`src/rtl/multicycle_control.sv`:
```
// Multicycle MIPS control FSM with memory timeout, illegal-op trap, retire count.
// Optional UART_FUNCT_EN adds uart_tx (funct 0x39) and uart_rx (funct 0x3d).
module multicycle_control #(
  parameter int MEM_TIMEOUT = 15,
  parameter int RETIRE_W    = 32
) (
  input  logic                clk,
  input  logic                reset,
  input  logic [5:0]          OpCode,
  input  logic [5:0]          Funct,
  input  logic                Zero,
  input  logic                MemReady,
  output logic                PCWrite,
  output logic                IorD,
  output logic                MemRead,
  output logic                MemWrite,
  output logic                IRWrite,
  output logic                RegWrite,
  output logic [1:0]          RegDst,
  output logic [1:0]          MemtoReg,
  output logic [1:0]          ALUSrcA,
  output logic [1:0]          ALUSrcB,
  output logic [3:0]          ALUOp,
  output logic [1:0]          PCSrc,
  output logic                ExtOp,
  output logic                LuOp,
  output logic [3:0]          State,
  output logic                InstrDone,
  output logic [RETIRE_W-1:0] Retired,
  output logic                Illegal,
  output logic                BusError
);

  typedef enum logic [3:0] {
    FETCH  = 4'd0,
    DECODE = 4'd1,
    MEMADR = 4'd2,
    MEMRD  = 4'd3,
    MEMWB  = 4'd4,
    MEMWR  = 4'd5,
    EXEC   = 4'd6,
    ALUWB  = 4'd7,
    BRANCH = 4'd8,
    JUMP   = 4'd9,
    IEXEC  = 4'd10,
    IWB    = 4'd11,
    JREG   = 4'd12,
    TRAP   = 4'd15
  } state_t;

  localparam logic [7:0] TMO = 8'(MEM_TIMEOUT);

  state_t state_q, state_n;
  logic [7:0] wcnt_q, wcnt_n;
  logic ill_q, ill_n, bus_q, bus_n;
  logic [RETIRE_W-1:0] ret_q;

  logic op_r, op_lw, op_sw, op_beq, op_j, op_jal;
  logic op_imm, op_andi, op_lui, op_slt;
  logic f_jr, f_jalr, f_shift, f_alu;
  logic f_utx, f_urx, f_exec;

  assign op_r    = OpCode == 6'h00;
  assign op_lw   = OpCode == 6'h23;
  assign op_sw   = OpCode == 6'h2b;
  assign op_beq  = OpCode == 6'h04;
  assign op_j    = OpCode == 6'h02;
  assign op_jal  = OpCode == 6'h03;
  assign op_andi = OpCode == 6'h0c;
  assign op_lui  = OpCode == 6'h0f;
  assign op_slt  = OpCode inside {6'h0a, 6'h0b};
  assign op_imm  = OpCode inside {6'h08, 6'h09, 6'h0a,
                                  6'h0b, 6'h0c, 6'h0f};

  assign f_jr    = Funct == 6'h08;
  assign f_jalr  = Funct == 6'h09;
  assign f_shift = Funct inside {6'h00, 6'h02, 6'h03};
  assign f_alu   = f_shift |
                   (Funct inside {[6'h20:6'h27], 6'h2a, 6'h2b});

`ifdef UART_FUNCT_EN
  assign f_utx = Funct == 6'h39;
  assign f_urx = Funct == 6'h3d;
`else
  assign f_utx = 1'b0;
  assign f_urx = 1'b0;
`endif

  assign f_exec = f_alu | f_utx | f_urx;

  // count register reaching the limit while still not ready traps
  logic mem_st, tmo;
  assign mem_st = state_q inside {FETCH, MEMRD, MEMWR};
  assign tmo    = mem_st & ~MemReady & (wcnt_q == TMO);
  assign wcnt_n = (mem_st & ~MemReady & ~tmo) ?
                  wcnt_q + 8'd1 : 8'd0;

  logic c_pcw, c_iord, c_mrd, c_mwr, c_irw, c_rgw;
  logic c_ext, c_lu, c_done, c_a3;
  logic [1:0] c_rdst, c_m2r, c_sa, c_sb, c_pcs;
  logic [2:0] c_aop;

  always_comb begin
    state_n = state_q;
    ill_n   = ill_q;
    bus_n   = bus_q;
    c_pcw   = 1'b0;
    c_iord  = 1'b0;
    c_mrd   = 1'b0;
    c_mwr   = 1'b0;
    c_irw   = 1'b0;
    c_rgw   = 1'b0;
    c_ext   = 1'b0;
    c_lu    = 1'b0;
    c_done  = 1'b0;
    c_rdst  = 2'b00;
    c_m2r   = 2'b00;
    c_sa    = 2'b00;
    c_sb    = 2'b00;
    c_pcs   = 2'b00;
    c_aop   = 3'b000;
    c_a3    = 1'b0;
    unique case (state_q)
      FETCH: begin
        c_mrd = 1'b1;
        c_sb  = 2'b01;
        c_irw = MemReady;
        c_pcw = MemReady;
        if (tmo) begin
          state_n = TRAP;
          bus_n   = 1'b1;
        end else if (MemReady) begin
          state_n = DECODE;
        end
      end
      DECODE: begin
        c_sb  = 2'b11;
        c_ext = ~op_andi;
        c_lu  = op_lui;
        unique case (1'b1)
          op_lw | op_sw:          state_n = MEMADR;
          op_r & (f_jr | f_jalr): state_n = JREG;
          op_r & f_exec:          state_n = EXEC;
          op_beq:                 state_n = BRANCH;
          op_j | op_jal:          state_n = JUMP;
          op_imm:                 state_n = IEXEC;
          default: begin
            state_n = TRAP;
            ill_n   = 1'b1;
          end
        endcase
      end
      MEMADR: begin
        c_sa    = 2'b01;
        c_sb    = 2'b10;
        c_ext   = ~op_andi;
        c_lu    = op_lui;
        state_n = op_lw ? MEMRD : MEMWR;
      end
      MEMRD: begin
        c_iord = 1'b1;
        c_mrd  = 1'b1;
        if (tmo) begin
          state_n = TRAP;
          bus_n   = 1'b1;
        end else if (MemReady) begin
          state_n = MEMWB;
        end
      end
      MEMWB: begin
        c_rgw   = 1'b1;
        c_m2r   = 2'b01;
        c_done  = 1'b1;
        state_n = FETCH;
      end
      MEMWR: begin
        c_iord = 1'b1;
        c_mwr  = 1'b1;
        c_done = MemReady;
        if (tmo) begin
          state_n = TRAP;
          bus_n   = 1'b1;
        end else if (MemReady) begin
          state_n = FETCH;
        end
      end
      EXEC: begin
        c_a3    = 1'b1;
        c_sa    = f_shift ? 2'b10 : 2'b01;
        c_aop   = 3'b010;
        state_n = ALUWB;
      end
      ALUWB: begin
        c_a3   = 1'b1;
        c_done = 1'b1;
        if (!f_utx) begin
          c_rgw  = 1'b1;
          c_rdst = 2'b01;
          c_m2r  = f_urx ? 2'b11 : 2'b00;
        end
        state_n = FETCH;
      end
      IEXEC: begin
        c_a3  = 1'b1;
        c_sa  = 2'b01;
        c_sb  = 2'b10;
        c_ext = ~op_andi;
        c_lu  = op_lui;
        c_aop = op_andi ? 3'b100 :
                op_slt  ? 3'b101 : 3'b000;
        state_n = IWB;
      end
      IWB: begin
        c_a3    = 1'b1;
        c_rgw   = 1'b1;
        c_done  = 1'b1;
        state_n = FETCH;
      end
      BRANCH: begin
        c_a3    = 1'b1;
        c_sa    = 2'b01;
        c_aop   = 3'b001;
        c_pcs   = 2'b01;
        c_pcw   = Zero;
        c_done  = 1'b1;
        state_n = FETCH;
      end
      JUMP: begin
        c_a3  = 1'b1;
        c_pcs = 2'b10;
        c_pcw = 1'b1;
        if (op_jal) begin
          c_rgw  = 1'b1;
          c_rdst = 2'b10;
          c_m2r  = 2'b10;
        end
        c_done  = 1'b1;
        state_n = FETCH;
      end
      JREG: begin
        c_a3  = 1'b1;
        c_pcs = 2'b11;
        c_pcw = 1'b1;
        if (f_jalr) begin
          c_rgw  = 1'b1;
          c_rdst = 2'b01;
          c_m2r  = 2'b10;
        end
        c_done  = 1'b1;
        state_n = FETCH;
      end
      TRAP:    state_n = TRAP;
      default: state_n = FETCH;
    endcase
  end

  // reset masks every strobe so an interrupted write never lands
  assign PCWrite   = c_pcw  & ~reset;
  assign IorD      = c_iord & ~reset;
  assign MemRead   = c_mrd  & ~reset;
  assign MemWrite  = c_mwr  & ~reset;
  assign IRWrite   = c_irw  & ~reset;
  assign RegWrite  = c_rgw  & ~reset;
  assign ExtOp     = c_ext  & ~reset;
  assign LuOp      = c_lu   & ~reset;
  assign InstrDone = c_done & ~reset;
  assign RegDst    = reset ? 2'b00 : c_rdst;
  assign MemtoReg  = reset ? 2'b00 : c_m2r;
  assign ALUSrcA   = reset ? 2'b00 : c_sa;
  assign ALUSrcB   = reset ? 2'b00 : c_sb;
  assign PCSrc     = reset ? 2'b00 : c_pcs;
  assign ALUOp     = reset ? 4'h0 :
                     {c_a3 & OpCode[0], c_aop};
  assign State     = state_q;
  assign Retired   = ret_q;
  assign Illegal   = ill_q;
  assign BusError  = bus_q;

  always_ff @(posedge clk) begin
    if (reset) begin
      state_q <= FETCH;
      wcnt_q  <= 8'd0;
      ill_q   <= 1'b0;
      bus_q   <= 1'b0;
      ret_q   <= '0;
    end else begin
      state_q <= state_n;
      wcnt_q  <= wcnt_n;
      ill_q   <= ill_n;
      bus_q   <= bus_n;
      if (c_done)
        ret_q <= ret_q + {{(RETIRE_W-1){1'b0}}, 1'b1};
    end
  end

endmodule

```
`config.mk`:
```
export PLATFORM = sky130hd
export DESIGN_NAME = multicycle_control
export DESIGN_NICKNAME = d
export VERILOG_FILES = /design/src/rtl/multicycle_control.sv
export SDC_FILE = /design/constraint.sdc
export NUM_CORES = 1
export LEC_CHECK = 0
export CORE_MARGIN = 5
export CORE_UTILIZATION = 40
export DETAILED_ROUTE_END_ITERATION = 16
export PLACE_DENSITY = 0.68
export SYNTH_ARGS = -nofsm -noshare
export SYNTH_HDL_FRONTEND = slang
export SYNTH_SLANG_ARGS = --single-unit
```
`constraint.sdc`:
```
create_clock -name clk -period 4.32 [get_ports clk]
set_input_delay 0.864 -clock clk [delete_from_list [all_inputs] [get_ports clk]]
set_output_delay 0.864 -clock clk [all_outputs]
set_load 0.05 [all_outputs]
```
==> results of run 1 <==
==> kinds of logic (layout without fill, tap and decap cells) <==
kind of cell               Yosys count  in the layout  synth area share, %
AOI/OAI and AO/OA                   61             61                 15.1
buffers and inverters               34            103                 5.27
and+or+nand+nor                    192            192                 37.0
adders and majority gates            2              2                0.879
xor gates and xnor gates            27             27                 8.30
DFF                                 46             46                 32.3
muxes                                3              3                 1.14
==> how the worst min path moves through the flow <==
stage / from / to
after detailed placement: wcnt_q[0]$_SDFF_PP0_ / wcnt_q[0]$_SDFF_PP0_
after CTS: wcnt_q[0]$_SDFF_PP0_ / wcnt_q[0]$_SDFF_PP0_
after global routing: wcnt_q[0]$_SDFF_PP0_ / wcnt_q[0]$_SDFF_PP0_
after floorplan: wcnt_q[0]$_SDFF_PP0_ / wcnt_q[0]$_SDFF_PP0_
after global placement: wcnt_q[0]$_SDFF_PP0_ / wcnt_q[0]$_SDFF_PP0_
final: Illegal$_SDFFE_PP0P_ / Illegal$_SDFFE_PP0P_
==> layout make-up <==
cell class | instances | area [sq um]
clock buffers | 6 | 82.6
clock inverters | 2 | 12.5
repair buffers | 85 | 838
flip-flops and latches | 46 | 921
multi-input cells | 285 | 1780
well taps | 96 | 120
inverters | 10 | 37.5
fillers | 674 | 3070
==> per-layer routing <==
layer	global-route usage (%)	part of all wire, %	vias to the layer above
met5	0	0	-
met4	3.61	0.67	0
met3	3.11	5.2	6
met2	29.8	49	79
met1	22.6	45	1390
li1	-	-	1488
==> critical path, delay by kind of cell <==
| kind | cells | cell delay (ps) |
|---|---|---|
| compound gates | 1 | 420 |
| simple gates | 3 | 410 |
| buf+inv | 2 | 1370 |
==> power breakdown <==
| group | internal, uW | total [uW] | switching, uW |
|---|---|---|---|
| Clock | 129 | 274 | 145 |
| Combinational | 249 | 748 | 498 |
| Sequential | 450 | 506 | 55.9 |
==> metrics by stage <==
| step | hold slack, ps | util [%] |
|---|---|---|
| final | 453 | 55.3 |
| after global routing | 477 | 55.3 |
| after CTS | 449 | 55.3 |
| after detailed placement | 431 | 53.9 |
| after global placement | 425 | 53.9 |
| after floorplan | 413 | - |
==> cell usage in the layout (no fill, tap or decap), types with 3 or more instances in the layout <==
cell             netlist  routed
and4_1                 5       5
clkdlybuf4s50_1        0      71
dfxtp_1               46      46
o21ai_0                4       4
xor2_1                 6       6
nor2_1                50      50
clkbuf_8               0       6
or4_1                 11      11
nand4_1               12      12
nor4b_1                8       8
o31ai_1                7       7
nand2b_1               5       5
o221ai_1               3       3
nand3_1               18      18
and3_1                 5       5
a31oi_1                3       3
a22oi_1                3       3
nor3_1                14      14
nand2_1               23      23
nor2b_1                4       4
a31o_2                 4       4
a21oi_1               15      15
or3_1                  4       4
xnor2_1               21      21
buf_4                  1      11
inv_1                 10      10
nor4_1                18      17
and2_1                 3       3
a211oi_1               4       4
==> state kept, by name (all words and copies together), names as in the netlist <==
register,cells
BusError,1
Illegal,1
Retired,32
State,4
wcnt_q,8
==> flow_metrics.tcl, run 1 <==
set metrics [dict create \
    finalCriticalPeriod_ps 3920 \
    initial_utilization_pct 41.5 \
    routed-via-count 2963 \
    clk-insertion-delay-late_ps 300 \
    setup_viol 0 \
    startpoint "Funct[1]" \
    worst_r2r_dst "Retired[31]$_SDFFE_PP0P_" \
    dpl_cell_area_sq_um 3700 \
    tritoncts.num_buffers 5 \
    netlist.area_leader.share_pct 32.3 \
    pwr_density_cell_nw_per_um2 402 \
    drt_first_iter_violations 213 \
    port_buffers 76 \
    syn-cell-area_sq_um 2850 \
    yosys-top-cells-count "nor2_1, dfxtp_1, nand2_1" \
    max_clock_freq_ghz 0.255 \
    fp.dieW_um 94.4 \
    synthesis.yosys.warnings 0 \
    slowest_delay_ps 880 \
    critPathKind "in2out" \
    dp.cells 522 \
    final_cells 530 \
    yosysSeqAreaShare_pct 32.3 \
    synth_area_leader_cell "dfxtp_1" \
    worst_hold_path.num_cells 2 \
    routed_wire_length_per_instance_um 14.9 \
    post-route-drc-count 0 \
    cp-start-kind "input pin" \
    die_h_um 94.4 \
    maximum_number_of_pins_on_one_net_before_global_route_repair 36 \
    track_usage_pct 17.3 \
    area_delta_synth_final_pct 33.3 \
    synth.distinct_cells 57 \
    setup.reg_to_reg.worst_slack_ps 1770 \
    antenna_cells_inserted 0 \
    timing.reg2reg.worst_path_depth 6 \
    cell_with_the_biggest_individual_delay_on_the_critical_path "clkdlybuf4s50_1" \
    grt_remaining_overflow 0 \
    yosys.cell_count.top_type "nor2_1" \
    htreeDepth 2 \
    ant_nets 0 \
    timing.final.ws_setup_ps 395 \
    skew_ps 11.5 \
    syn-mean-instance-area_sq_um 7.80 \
    p_total_uw 1530 \
    final_design_area_no_fill_sq_um 3800 \
    power.static_leakage_uw 0.00121 \
    fraction_of_the_cycle_the_final_worst_path_needs_pct 90.8 \
    antenna_found_initial 0 \
    worst_path_fanout_max 6 \
    place.gp.congestion 0.872 \
    hp-class "reg2reg" \
    first_pass_grt_wire_length_mm 12.6 \
    synth_enable_flop_cells 0 \
    clock-sinks 46 \
    timing.critical_path.arrival_ps 3060 \
    cts.reportedPaths.clkPinSlew_ps 80 \
    cap_viol_max_count 0 \
    rsz_0062_raised_after_global_routing "false" \
    floorplan.io_pins 77 \
    setup_tns_ps 0 \
    vias_per_cell 5.59 \
    critical_path.cell_chain "clkdlybuf4s50_1 -> nand2b_1 -> nand2_1 -> nand2_1 -> a2111oi_1 -> clkdlybuf4s50_1" \
    post_cts_buffers 0 \
    setup.worst_path.end_class "output pin" \
    fp.coreArea_sq_um 6870 \
    hold_viol 0 \
    postSynthNetCount 383 \
    ys_async_sr_fraction_pct 0 \
    post_cts.resized_instances 0 \
    detailedPlace.worstSlack_ps 432 \
    root_buffer_cell "clkbuf_8" \
    maximum_buffer_depth_of_the_clock_tree 2 \
    dieArea_sq_um 8910 \
    timing_max_transition_violations_final 0 \
    status "complete, no violations" \
    netlist_top_cells_area "dfxtp_1, nor2_1, xnor2_1, nor4_1, nand3_1" \
    num_rows 30 \
    ys_ff_latch 46 \
    postSynthCellCount 365 \
    route.final.wire_length_mm 7.88 \
    detailedRoute.firstPassIterationCount 4 \
    tritoncts "yes" \
    grt_pass1_vias 2616 \
    drive_above_1_share_pct 7.83 \
    synthFlopType "dfxtp_1" \
    timing_worst_slew_pin_value_ps 694 \
    ctsHoldBuffers 0 \
    fin_nets 451 \
    required_ps 3460 \
    maxSlewHeadroom_pct 53.7 \
    max-vdd-ir-drop_v 0.000268 \
    detailed_place_hpwl_mm 5.84 \
    crit_path_end "ALUSrcA[0]" \
    critical_path.reg2reg.startpoint "State[3]$_SDFFE_PP0P_" \
]
No activity file was read; power rests on OpenSTA's default activity.
==> run 2: changes to the inputs <==
--- a/config.mk
+++ b/config.mk
@@ -5,10 +5,11 @@
 export SDC_FILE = /design/constraint.sdc
 export NUM_CORES = 1
 export LEC_CHECK = 0
+export ABC_AREA = 1
 export CORE_MARGIN = 5
 export CORE_UTILIZATION = 40
 export DETAILED_ROUTE_END_ITERATION = 16
-export PLACE_DENSITY = 0.68
+export PLACE_DENSITY = 0.67
 export SYNTH_ARGS = -nofsm -noshare
 export SYNTH_HDL_FRONTEND = slang
 export SYNTH_SLANG_ARGS = --single-unit
==> flow_metrics.tcl, run 2 <==
set metrics [dict create \
    yosys.area_share.xor_xnor_pct 2.78 \
    place.gp.congestion 1.02 \
    tritoncts "yes" \
    timing_max_transition_violations_final 0 \
    final_design_area_no_fill_sq_um 4060 \
    ant_nets 0 \
    postSynthCellCount 546 \
    met2_wirelength_mm 4.30 \
    skew_ps 5.22 \
    timing.critical_path.arrival_ps 3040 \
    ctsHoldBuffers 0 \
    vias_per_cell 4.91 \
    num_rows 32 \
    antenna_cells_inserted 0 \
    required_ps 3460 \
    max-vdd-ir-drop_v 0.000351 \
    synthFlopType "dfxtp_1" \
    syn-cell-area_sq_um 3150 \
    initial_utilization_pct 40.9 \
    adder_and_majority_gate_portion_of_the_synthesized_area_pct 0.795 \
    largest_register_ff_count 32 \
    clk-insertion-delay-late_ps 300 \
    dr_wl_met3_um 485 \
    setup_viol 0 \
    fp.dieW_um 98.7 \
    fraction_of_the_cycle_the_final_worst_path_needs_pct 90.4 \
    power.static_leakage_uw 0.00154 \
    yosys-top-cells-count "nand2_1, nor2_1, inv_1" \
    post_cts.resized_instances 0 \
    antenna_found_initial 0 \
    cap_viol_max_count 0 \
    yosysSeqAreaShare_pct 29.3 \
    maximum_buffer_depth_of_the_clock_tree 2 \
    setup_tns_ps 0 \
    synthesis.yosys.warnings 0 \
    drive_above_1_share_pct 5.49 \
    syn-mean-instance-area_sq_um 5.76 \
    dp.cells 713 \
    synth_area_leader_cell "dfxtp_1" \
    die_h_um 98.7 \
    track_usage_pct 18.5 \
    max_clock_freq_ghz 0.256 \
    fin_util_pct 52.8 \
    floorplan.io_pins 77 \
    wl_met1_mm 4.13 \
    first_pass_grt_wire_length_mm 15.1 \
    synth_compound_area_share_pct 10.7 \
    dieArea_sq_um 9740 \
    synthSimpleGateAreaFrac_pct 47.0 \
    dominant_combinational_cell_family_by_area_after_synthesis "simple AND/OR/NAND/NOR gates" \
    grt_remaining_overflow 0 \
    root_buffer_cell "clkbuf_8" \
    netlist_top_cells_area "dfxtp_1, nand2_1, nor2_1, a21oi_1, inv_1" \
    detailed_place_hpwl_mm 7.11 \
    netlist.area_leader.share_pct 29.3 \
    hold_viol 0 \
    rsz_0062_raised_after_global_routing "false" \
    grt_pass1_vias 3333 \
    hp-class "reg2reg" \
    status "complete, no violations" \
    route.final.wire_length_mm 9.13 \
    maximum_number_of_pins_on_one_net_before_global_route_repair 38 \
    final_cells 721 \
    fin_nets 636 \
    ys_async_sr_fraction_pct 0 \
    cts.reportedPaths.clkPinSlew_ps 90 \
    port_buffers 76 \
    finalCriticalPeriod_ps 3910 \
    pwr_density_cell_nw_per_um2 374 \
    clock-sinks 46 \
    maxSlewHeadroom_pct 65.3 \
    fp.coreArea_sq_um 7690 \
    cp-start-kind "input pin" \
    p_total_uw 1520 \
    routed-via-count 3542 \
    critPathKind "in2out" \
    dpl_cell_area_sq_um 3970 \
    timing_worst_slew_pin_value_ps 519 \
    htreeDepth 2 \
    detailedRoute.firstPassIterationCount 5 \
    ys_ff_latch 46 \
    drt_first_iter_violations 152 \
    mostFrequentLayoutCell "nand2_1" \
    tritoncts.num_buffers 5 \
    setup.worst_path.end_class "output pin" \
    yosys.cell_count.top_type "nand2_1" \
    setup.reg_to_reg.worst_slack_ps 2240 \
    postSynthNetCount 564 \
    routed_wire_length_per_instance_um 12.7 \
    post_cts_buffers 0 \
    synth_enable_flop_cells 0 \
    post_synth_mux_area_share_pct 0 \
    worst_path_fanout_max 7 \
    dr.max_layer_used "met4" \
    post-route-drc-count 0 \
    most-common-layout-cells "nand2_1, nor2_1, clkdlybuf4s50_1" \
    area_delta_synth_final_pct 28.9 \
    synth.distinct_cells 29 \
]
## run 2: worst max-delay path, stage by stage
cell and delay, ps:
clkdlybuf4s50_1 420, nor2_1 350, nand2_1 90, nor3_1 280, a31oi_1 90, a21oi_1 130
clkdlybuf4s50_1 820
## run 2: final timing paths
path	from	end	depth (start not counted)
max	OpCode[5]	RegWrite	7
min	BusError$_SDFFE_PP0P_	BusError$_SDFFE_PP0P_	2
max reg2reg	Retired[0]$_SDFFE_PP0P_	Retired[16]$_SDFFE_PP0P_	8
min reg2reg	BusError$_SDFFE_PP0P_	BusError$_SDFFE_PP0P_	2
## run 2: logic make-up (layout without fill, tap and decap cells)
family | count (synthesis) | after routing
and+or+nand+nor | 351 | 351
buffers and inverters | 73 | 146
AOI/OAI and AO/OA | 64 | 64
DFF | 46 | 46
xor gates and xnor gates | 10 | 10
adders and majority gates | 2 | 2
## run 2: layout make-up
cell class / count / area, sq um
Fill cell: 818 / 3630
Multi-Input combinational cell: 427 / 1930
Sequential cell: 46 / 921
Timing Repair Buffer: 78 / 768
Inverter: 60 / 225
Tap cell: 102 / 128
Clock buffer: 5 / 68.8
Clock inverter: 3 / 21.3
## run 2: report_power, final
part | internal [uW] | total (uW) | leakage (uW) | switching, uW
Sequential | 451 | 501 | 0.000372 | 50.8
Clock | 114 | 273 | 0.0000441 | 159
Combinational | 209 | 745 | 0.00113 | 536
Total | 773 | 1520 | 0.00154 | 745
## run 2: stage by stage
| step | hold slack [ps] | worst slack [ps] |
|---|---|---|
| floorplan | 418 | 605 |
| global placement | 432 | 486 |
| detailed placement | 450 | 439 |
| CTS | 465 | 438 |
| global route | 485 | 264 |
| finish | 460 | 413 |
## run 2: per-layer routing
metal | global-route usage (%) | up-vias
met5 | 0 | -
met3 | 3.61 | 20
met4 | 6.72 | 0
li1 | - | 1862
met1 | 22.2 | 1562
met2 | 32.8 | 98
==> run 3: changes to the inputs <==
--- a/config.mk
+++ b/config.mk
@@ -10,6 +10,7 @@
 export CORE_UTILIZATION = 40
 export DETAILED_ROUTE_END_ITERATION = 16
 export PLACE_DENSITY = 0.67
+export SKIP_LAST_GASP = 1
 export SYNTH_ARGS = -nofsm -noshare
 export SYNTH_HDL_FRONTEND = slang
 export SYNTH_SLANG_ARGS = --single-unit
==> results of run 3 <==
Same layout as run 2: the final DEF is identical, and so are final timing and power.
